### src/rtl/forwarding_unit_pkg.sv
// Forwarding classes shared between the forwarding unit and the hazard unit.
package forwarding_unit_pkg;

  // Type1: operands needed in EX; Type2: operands needed in ID (decode-stage branch compare).
  typedef enum logic [1:0] {
    NoType = 2'd0,
    Type1  = 2'd1,
    Type2  = 2'd2
  } forwarding_type_t;

endpackage

### src/rtl/hazard_unit_pkg.sv
// Shared types and helpers for the pipeline hazard unit.
package hazard_unit_pkg;

  typedef enum logic [1:0] {
    Run       = 2'd0,
    MemWait   = 2'd1,
    TrapFlush = 2'd2
  } hazard_state_t;

  localparam int TRAP_CNT_W = 4;

  function automatic logic reg_match(input logic [4:0] rs, input logic [4:0] rd, input logic we);
    return (rs == rd) && (rd != 5'd0) && we;
  endfunction

endpackage

### src/rtl/hazard_unit_if.sv
// Pipeline-side signal bundle for the hazard unit: register indices, handshakes, stage controls.
interface hazard_unit_if #(
  parameter int COUNTER_WIDTH = 32
);
  import forwarding_unit_pkg::*;

  forwarding_type_t         forwarding_type_id;
  logic [4:0]               rs1_id;
  logic [4:0]               rs2_id;
  logic [4:0]               rd_ex;
  logic [4:0]               rd_mem;
  logic                     reg_we_ex;
  logic                     mem_rd_en_ex;
  logic                     mem_rd_en_mem;
  logic                     zicsr_ex;
  logic                     mem_access_mem;
  logic                     dmem_ack;
  logic                     imem_ack;
  logic                     branch_taken_ex;
  logic                     trap_taken;

  logic                     stall_if;
  logic                     stall_id;
  logic                     stall_ex;
  logic                     stall_mem;
  logic                     flush_id;
  logic                     flush_ex;
  logic                     flush_mem;
  logic                     flush_wb;
  logic                     redirect_en;
  logic [COUNTER_WIDTH-1:0] stall_cycles;

  modport slave (
    input  forwarding_type_id, rs1_id, rs2_id, rd_ex, rd_mem,
           reg_we_ex, mem_rd_en_ex, mem_rd_en_mem, zicsr_ex,
           mem_access_mem, dmem_ack, imem_ack, branch_taken_ex, trap_taken,
    output stall_if, stall_id, stall_ex, stall_mem,
           flush_id, flush_ex, flush_mem, flush_wb,
           redirect_en, stall_cycles
  );

  modport master (
    output forwarding_type_id, rs1_id, rs2_id, rd_ex, rd_mem,
           reg_we_ex, mem_rd_en_ex, mem_rd_en_mem, zicsr_ex,
           mem_access_mem, dmem_ack, imem_ack, branch_taken_ex, trap_taken,
    input  stall_if, stall_id, stall_ex, stall_mem,
           flush_id, flush_ex, flush_mem, flush_wb,
           redirect_en, stall_cycles
  );

endinterface

### src/rtl/hazard_unit_saturating_counter.sv
// Up-counter that sticks at all-ones instead of wrapping.
module saturating_counter #(
  parameter int WIDTH = 32
) (
  input  logic             clock,
  input  logic             reset,
  input  logic             enable,
  output logic [WIDTH-1:0] count
);

  always_ff @(posedge clock or posedge reset) begin
    if (reset) begin
      count <= '0;
    end else if (enable && (count != {WIDTH{1'b1}})) begin
      count <= count + WIDTH'(1);
    end
  end

endmodule

### src/rtl/hazard_unit.sv
// Pipeline hazard unit: per-stage stall/flush, PC redirect, and a stall-cycle monitor.
//   state     | meaning
//   Run       | normal issue; resolve trap, memory wait, branch, data and fetch hazards
//   MemWait   | data access outstanding; freeze IF..MEM, bubble into WB
//   TrapFlush | drain after trap/mret; every stage flushed until the down-counter expires
module hazard_unit
  import hazard_unit_pkg::*;
  import forwarding_unit_pkg::*;
#(
  parameter int TRAP_FLUSH_CYCLES = 2,
  parameter int COUNTER_WIDTH     = 32
) (
  input  logic         clock,
  input  logic         reset,
  hazard_unit_if.slave hz
);

  localparam logic [TRAP_CNT_W-1:0] TRAP_LOAD = TRAP_CNT_W'(TRAP_FLUSH_CYCLES - 1);

  hazard_state_t         state;
  hazard_state_t         state_next;
  logic [TRAP_CNT_W-1:0] trap_cnt;
  logic [TRAP_CNT_W-1:0] trap_cnt_next;

  logic rs1_ex_match;
  logic rs2_ex_match;
  logic rs1_mem_match;
  logic rs2_mem_match;
  logic load_use;
  logic branch_dep;
  logic resolve_run;

  logic stall_if;
  logic stall_id;
  logic stall_ex;
  logic stall_mem;
  logic flush_id;
  logic flush_ex;
  logic flush_mem;
  logic flush_wb;
  logic redirect_en;

  assign rs1_ex_match  = reg_match(hz.rs1_id, hz.rd_ex, hz.reg_we_ex);
  assign rs2_ex_match  = reg_match(hz.rs2_id, hz.rd_ex, hz.reg_we_ex);
  assign rs1_mem_match = reg_match(hz.rs1_id, hz.rd_mem, hz.mem_rd_en_mem);
  assign rs2_mem_match = reg_match(hz.rs2_id, hz.rd_mem, hz.mem_rd_en_mem);

  assign load_use = hz.mem_rd_en_ex && (rs1_ex_match || rs2_ex_match)
                    && (hz.forwarding_type_id != NoType);

  // A Zicsr result on rs1 is already forwardable to decode, so only that pairing is exempt.
  assign branch_dep = (hz.forwarding_type_id == Type2)
                      && ((((rs1_ex_match || rs2_ex_match) && !(hz.zicsr_ex && rs1_ex_match)))
                          || rs1_mem_match || rs2_mem_match);

  always_ff @(posedge clock or posedge reset) begin
    if (reset) begin
      state    <= Run;
      trap_cnt <= '0;
    end else begin
      state    <= state_next;
      trap_cnt <= trap_cnt_next;
    end
  end

  always_comb begin
    state_next    = state;
    trap_cnt_next = trap_cnt;
    resolve_run   = 1'b0;
    stall_if      = 1'b0;
    stall_id      = 1'b0;
    stall_ex      = 1'b0;
    stall_mem     = 1'b0;
    flush_id      = 1'b0;
    flush_ex      = 1'b0;
    flush_mem     = 1'b0;
    flush_wb      = 1'b0;
    redirect_en   = 1'b0;

    if (reset) begin
      flush_id  = 1'b1;
      flush_ex  = 1'b1;
      flush_mem = 1'b1;
      flush_wb  = 1'b1;
    end else begin
      case (state)
        Run: begin
          if (hz.trap_taken) begin
            flush_id  = 1'b1;
            flush_ex  = 1'b1;
            flush_mem = 1'b1;
            flush_wb  = 1'b1;
            if (TRAP_FLUSH_CYCLES > 1) begin
              state_next    = TrapFlush;
              trap_cnt_next = TRAP_LOAD;
            end
          end else if (hz.mem_access_mem && !hz.dmem_ack) begin
            stall_if   = 1'b1;
            stall_id   = 1'b1;
            stall_ex   = 1'b1;
            stall_mem  = 1'b1;
            flush_wb   = 1'b1;
            state_next = MemWait;
          end else begin
            resolve_run = 1'b1;
          end
        end
        MemWait: begin
          if (!hz.dmem_ack) begin
            stall_if  = 1'b1;
            stall_id  = 1'b1;
            stall_ex  = 1'b1;
            stall_mem = 1'b1;
            flush_wb  = 1'b1;
          end else begin
            resolve_run = 1'b1;
            state_next  = Run;
          end
        end
        TrapFlush: begin
          flush_id      = 1'b1;
          flush_ex      = 1'b1;
          flush_mem     = 1'b1;
          flush_wb      = 1'b1;
          trap_cnt_next = trap_cnt - TRAP_CNT_W'(1);
          if (trap_cnt <= TRAP_CNT_W'(1)) begin
            state_next = Run;
          end
        end
        default: begin
          state_next    = Run;
          trap_cnt_next = '0;
        end
      endcase

      if (resolve_run) begin
        if (hz.branch_taken_ex) begin
          redirect_en = 1'b1;
          flush_id    = 1'b1;
          flush_ex    = 1'b1;
        end else if (load_use || branch_dep) begin
          stall_if = 1'b1;
          stall_id = 1'b1;
          flush_ex = 1'b1;
        end else if (!hz.imem_ack) begin
          stall_if = 1'b1;
          flush_id = 1'b1;
        end
      end
    end
  end

  assign hz.stall_if    = stall_if;
  assign hz.stall_id    = stall_id;
  assign hz.stall_ex    = stall_ex;
  assign hz.stall_mem   = stall_mem;
  assign hz.flush_id    = flush_id;
  assign hz.flush_ex    = flush_ex;
  assign hz.flush_mem   = flush_mem;
  assign hz.flush_wb    = flush_wb;
  assign hz.redirect_en = redirect_en;

  saturating_counter #(
    .WIDTH(COUNTER_WIDTH)
  ) u_stall_counter (
    .clock  (clock),
    .reset  (reset),
    .enable (stall_if),
    .count  (hz.stall_cycles)
  );

endmodule

### src/flat_wrapper.sv
// flat-port wrapper written by rule: the top's interface ports become plain ports
module hazard_unit_flat import hazard_unit_pkg::*; import forwarding_unit_pkg::*;
#(
  parameter int TRAP_FLUSH_CYCLES = 2,
  parameter int COUNTER_WIDTH     = 32
)
  (clock, reset, hz_forwarding_type_id, hz_rs1_id, hz_rs2_id, hz_rd_ex, hz_rd_mem, hz_reg_we_ex, hz_mem_rd_en_ex, hz_mem_rd_en_mem, hz_zicsr_ex, hz_mem_access_mem, hz_dmem_ack, hz_imem_ack, hz_branch_taken_ex, hz_trap_taken, hz_stall_if, hz_stall_id, hz_stall_ex, hz_stall_mem, hz_flush_id, hz_flush_ex, hz_flush_mem, hz_flush_wb, hz_redirect_en, hz_stall_cycles);
  hazard_unit_if #(.COUNTER_WIDTH(COUNTER_WIDTH)) hz_i ();
  input  logic clock;
  input  logic reset;
  input wire logic [$bits(hz_i.forwarding_type_id)-1:0] hz_forwarding_type_id;
  input wire logic [$bits(hz_i.rs1_id)-1:0] hz_rs1_id;
  input wire logic [$bits(hz_i.rs2_id)-1:0] hz_rs2_id;
  input wire logic [$bits(hz_i.rd_ex)-1:0] hz_rd_ex;
  input wire logic [$bits(hz_i.rd_mem)-1:0] hz_rd_mem;
  input wire logic [$bits(hz_i.reg_we_ex)-1:0] hz_reg_we_ex;
  input wire logic [$bits(hz_i.mem_rd_en_ex)-1:0] hz_mem_rd_en_ex;
  input wire logic [$bits(hz_i.mem_rd_en_mem)-1:0] hz_mem_rd_en_mem;
  input wire logic [$bits(hz_i.zicsr_ex)-1:0] hz_zicsr_ex;
  input wire logic [$bits(hz_i.mem_access_mem)-1:0] hz_mem_access_mem;
  input wire logic [$bits(hz_i.dmem_ack)-1:0] hz_dmem_ack;
  input wire logic [$bits(hz_i.imem_ack)-1:0] hz_imem_ack;
  input wire logic [$bits(hz_i.branch_taken_ex)-1:0] hz_branch_taken_ex;
  input wire logic [$bits(hz_i.trap_taken)-1:0] hz_trap_taken;
  output wire logic [$bits(hz_i.stall_if)-1:0] hz_stall_if;
  output wire logic [$bits(hz_i.stall_id)-1:0] hz_stall_id;
  output wire logic [$bits(hz_i.stall_ex)-1:0] hz_stall_ex;
  output wire logic [$bits(hz_i.stall_mem)-1:0] hz_stall_mem;
  output wire logic [$bits(hz_i.flush_id)-1:0] hz_flush_id;
  output wire logic [$bits(hz_i.flush_ex)-1:0] hz_flush_ex;
  output wire logic [$bits(hz_i.flush_mem)-1:0] hz_flush_mem;
  output wire logic [$bits(hz_i.flush_wb)-1:0] hz_flush_wb;
  output wire logic [$bits(hz_i.redirect_en)-1:0] hz_redirect_en;
  output wire logic [$bits(hz_i.stall_cycles)-1:0] hz_stall_cycles;
  assign hz_i.forwarding_type_id = hz_forwarding_type_id;
  assign hz_i.rs1_id = hz_rs1_id;
  assign hz_i.rs2_id = hz_rs2_id;
  assign hz_i.rd_ex = hz_rd_ex;
  assign hz_i.rd_mem = hz_rd_mem;
  assign hz_i.reg_we_ex = hz_reg_we_ex;
  assign hz_i.mem_rd_en_ex = hz_mem_rd_en_ex;
  assign hz_i.mem_rd_en_mem = hz_mem_rd_en_mem;
  assign hz_i.zicsr_ex = hz_zicsr_ex;
  assign hz_i.mem_access_mem = hz_mem_access_mem;
  assign hz_i.dmem_ack = hz_dmem_ack;
  assign hz_i.imem_ack = hz_imem_ack;
  assign hz_i.branch_taken_ex = hz_branch_taken_ex;
  assign hz_i.trap_taken = hz_trap_taken;
  assign hz_stall_if = hz_i.stall_if;
  assign hz_stall_id = hz_i.stall_id;
  assign hz_stall_ex = hz_i.stall_ex;
  assign hz_stall_mem = hz_i.stall_mem;
  assign hz_flush_id = hz_i.flush_id;
  assign hz_flush_ex = hz_i.flush_ex;
  assign hz_flush_mem = hz_i.flush_mem;
  assign hz_flush_wb = hz_i.flush_wb;
  assign hz_redirect_en = hz_i.redirect_en;
  assign hz_stall_cycles = hz_i.stall_cycles;
  hazard_unit #(.TRAP_FLUSH_CYCLES(TRAP_FLUSH_CYCLES), .COUNTER_WIDTH(COUNTER_WIDTH)) u_core (.clock(clock), .reset(reset), .hz(hz_i));
endmodule
### config.mk
export PLATFORM = sky130hd
export DESIGN_NAME = hazard_unit_flat
export DESIGN_NICKNAME = d
export VERILOG_FILES = /design/src/rtl/forwarding_unit_pkg.sv /design/src/rtl/hazard_unit_pkg.sv /design/src/rtl/hazard_unit_if.sv /design/src/rtl/hazard_unit_saturating_counter.sv /design/src/rtl/hazard_unit.sv /design/src/flat_wrapper.sv
export SDC_FILE = /design/constraint.sdc
export NUM_CORES = 1
export LEC_CHECK = 0
export CAP_MARGIN = 40
export CELL_PAD_IN_SITES_DETAIL_PLACEMENT = 0
export CELL_PAD_IN_SITES_GLOBAL_PLACEMENT = 2
export CORE_UTILIZATION = 30
export DETAILED_ROUTE_END_ITERATION = 8
export GPL_TIMING_DRIVEN = 0
export HOLD_SLACK_MARGIN = 0.05
export PLACE_DENSITY_LB_ADDON = 0.1
export SYNTH_ARGS = -nofsm -noshare
export SYNTH_HDL_FRONTEND = slang
export SYNTH_HIERARCHICAL = 1
export SYNTH_SLANG_ARGS = --single-unit
export TNS_END_PERCENT = 100
### constraint.sdc
create_clock -name clock -period 6.9 [get_ports clock]
set_input_delay 1.38 -clock clock [delete_from_list [all_inputs] [get_ports clock]]
set_output_delay 1.38 -clock clock [all_outputs]
set_load 0.05 [all_outputs]
==> flow_metrics.py <==
metrics = {
    "status": {
        "status": "finished, final reports clean",
    },
    "synth": {
        "yosys_warnings": 6,
        "synth.area.mux_share_pct": 0.883,
        "synth_xor_xnor_area_share_pct": 16.7,
        "synth_top_area_share_pct": 39.5,
        "synth_top_cell_by_area": "dfrtp_1",
        "ys_top_cells_by_area": "dfrtp_1 39%, xnor2_1 13%, and3_1 4.4%",
        "synthArstFlopShare_pct": 100,
        "synth.distinct_cells": 43,
        "synth-seq-cells": 38,
        "synth_fa_ha_area_share_pct": 1.56,
        "synth_compound_area_share_pct": 10.9,
        "synth-seq-area-share_pct": 39.5,
        "syn_area_sq_um": 2410,
        "synth_cells": 254,
        "synthSimpleGateAreaFrac_pct": 26.3,
        "synth_edf_count": 0,
        "synth_top_family_by_area": "simple AND/OR/NAND/NOR gates",
        "synth.avg_cell_area_sq_um": 9.49,
        "syn_nets": 290,
        "ys.flop_type": "dfrtp_1",
    },
    "worst_setup_path": {
        "crit_fanout": 12,
        "critPathLaunch": "reset",
        "reg2reg_to": "u_core/u_stall_counter/count[31]",
        "end_kind": "primary output",
        "rrSetupSlack_ps": 3670,
        "worstPathArrival_ps": 4110,
        "crit_end": "hz_stall_if",
        "r2r_cells": 10,
        "startpoint_type": "input port",
        "rr_startpoint": "u_core/state[0]",
        "required_ps": 5520,
        "worst-setup-path-type": "in -> out",
    },
    "clock_network": {
        "clk_latency_ps": 290,
        "clock_path_buffers": 2,
        "cts_made_buffers": 5,
        "cts_setup_buffers": 0,
        "htree_levels": 2,
        "cts_tree": "yes",
        "hold_buffers": 0,
        "cts_root_buffer": "clkbuf_8",
        "clock_sinks": 38,
        "cts.repair.resized": 0,
        "clk_pin_slew_worst_paths_ps": 70,
    },
    "sta": {
        "setup_tns_ps": 0,
        "timing.fmax_mhz": 182,
        "slew_violations": 0,
        "rsz0062_at_grt": "false",
        "fin_crit_ps": 5490,
        "relSlewSlack_pct": 60.8,
        "finalHoldViolCount": 0,
        "setup_viol": 0,
        "finClkSkew_ps": 3.90,
        "tightest_slew_ps": 585,
        "post-route-period-util_pct": 79.6,
    },
    "floorplan": {
        "ioPinCount": 74,
        "initial_core_util_pct": 31.0,
        "die_area_sq_um": 8400,
        "chipWidth_um": 91.6,
        "core_region_area_sq_um": 7770,
        "die_h_um": 91.6,
        "rows": 32,
    },
    "pwr": {
        "cellInternalPower_w": 0.000424,
        "switchingPower_w": 0.000241,
        "p_comb_share_pct": 34.8,
        "p_leak_nw": 1.44,
        "p_sw_share_pct": 36.2,
        "powerDensity_nw_per_um2": 195,
        "p_seq_share_pct": 41.5,
        "power_w": 0.000664,
        "max-vdd-ir-drop_v": 0.000119,
        "clkPwrFrac_pct": 23.7,
    },
    "final_layout": {
        "fill_cells": 798,
        "insertedDiodeCount": 0,
        "final_area_sq_um": 3410,
        "layout_common_cells": "73 x clkdlybuf4s50_1, 38 x dfrtp_1, 37 x xnor2_1",
        "nNetsFinal": 372,
        "drive_gt1_share_pct": 8.01,
        "synthToLayoutAreaGrowth_pct": 41.7,
        "final_common_cell": "clkdlybuf4s50_1",
    },
    "route": {
        "ant_nets": 0,
        "num_vias": 2085,
        "detail_route.iter0.violations": 74,
        "route.detailed.drc": 0,
        "via_per_inst": 4.75,
        "wl_per_cell_um": 13.9,
        "dr.pass1.iters": 4,
        "routed_wirelength_um": 6110,
    },
    "grt": {
        "gr-total-overflow": 0,
        "grt_usage_pct": 15.6,
        "antenna_found_initial": 0,
        "grt_pass1_wl_um": 10400,
        "grt_pass1_vias": 2048,
        "grt_start_max_net_pins": 19,
    },
    "run": {
        "max-cap-violations": 0,
    },
    "placed_design": {
        "numPortBuffers": 73,
        "globalplace.congestion": 0.759,
        "hpwl_um": 4750,
        "placed_area_sq_um": 3320,
    },
    "hold_path": {
        "hp-class": "reg -> reg",
        "min_path_cells": 1,
    },
}
==> kinds of logic (layout without fill, tap and decap cells) <==
group / after synthesis / count (layout)
mux: 2 / 2
simple gates: 105 / 105
compound gates: 40 / 40
flops: 38 / 38
fa+ha+maj: 3 / 3
buf+inv: 20 / 103
xor+xnor: 46 / 46
==> cells in the mapped netlist (3+ instances only) <==
library cell,instances
nand3_1,11
and3_1,17
and4_1,7
nor2_1,16
inv_1,11
o21ai_0,5
a31oi_1,3
nand3_2,4
dfrtp_1,38
nor3_1,6
nor2b_1,3
xor2_1,9
a21oi_1,14
clkbuf_1,4
nand4_1,10
xnor2_1,37
nand2_1,17
and2_1,4
ha_1,3
buf_4,3
==> worst max-delay path, stage by stage <==
cell and delay, ps:
clkdlybuf4s50_1 410, clkbuf_1 210, inv_1 340, o211ai_1 210
inv_1 130, a21oi_1 60, a41oi_1 460, clkdlybuf4s50_1 900
==> power groups by stage <==
stage / Clock [W] / Combinational, W / Sequential (W)
after CTS: 0.000167 / 0.000235 / 0.000275
after global placement: 0 / 0.000229 / 0.000280
after floorplan: 0 / 0.000117 / 0.000308
after global routing: 0.000175 / 0.000255 / 0.000280
after detailed placement: 0 / 0.000234 / 0.000280
final: 0.000158 / 0.000231 / 0.000276
==> final cells by class <==
cell class                 count  area, sq um  share of cell area (%)
clock inverter                 1         5.00                   0.147
timing repair buffer          75          786                    23.0
sequential                    38          951                    27.8
clock buffer                   7         86.3                    2.53
buffer                         9         60.1                    1.76
tap                          102          128                    3.74
multi-input combinational    196         1360                    39.8
inverter                      11         41.3                    1.21
==> sequential cells by signal (all words and copies together), names as in the netlist <==
register and count:
u_core/state 2, u_core/trap_cnt 4, u_core/u_stall_counter/count 32
==> metal layers <==
layer	routed length [um]	GRT usage, %	up-vias	part of all wire [%]
met4	39	3.57	0	0.64
li1	-	-	1067	-
met3	243	3.15	5	4.0
met1	3040	22.3	977	50
met5	0	0	-	0
met2	2780	24.1	36	46
==> worst min-delay path by stage <==
stage / startpoint / endpoint / slack (ps)
after global routing: u_core/u_stall_counter/count[10] / u_core/u_stall_counter/count[10] / 520
after global placement: u_core/u_stall_counter/count[10] / u_core/u_stall_counter/count[10] / 480
after detailed placement: u_core/u_stall_counter/count[27] / u_core/u_stall_counter/count[27] / 490
after floorplan: u_core/trap_cnt[1] / u_core/trap_cnt[1] / 460
after CTS: u_core/u_stall_counter/count[10] / u_core/u_stall_counter/count[10] / 500
final: u_core/u_stall_counter/count[10] / u_core/u_stall_counter/count[10] / 490
==> stage by stage <==
step	util [%]	instances	worst slack, ps	hold WS, ps
6_report	44.0	439	1410	490
5_1_grt	44.0	439	1040	518
4_1_cts	44.0	439	1340	500
3_5_place_dp	42.8	431	1360	489
3_3_place_gp	42.1	429	1320	482
2_1_floorplan	-	254	2080	462
No activity file was read; power rests on OpenSTA's default activity.
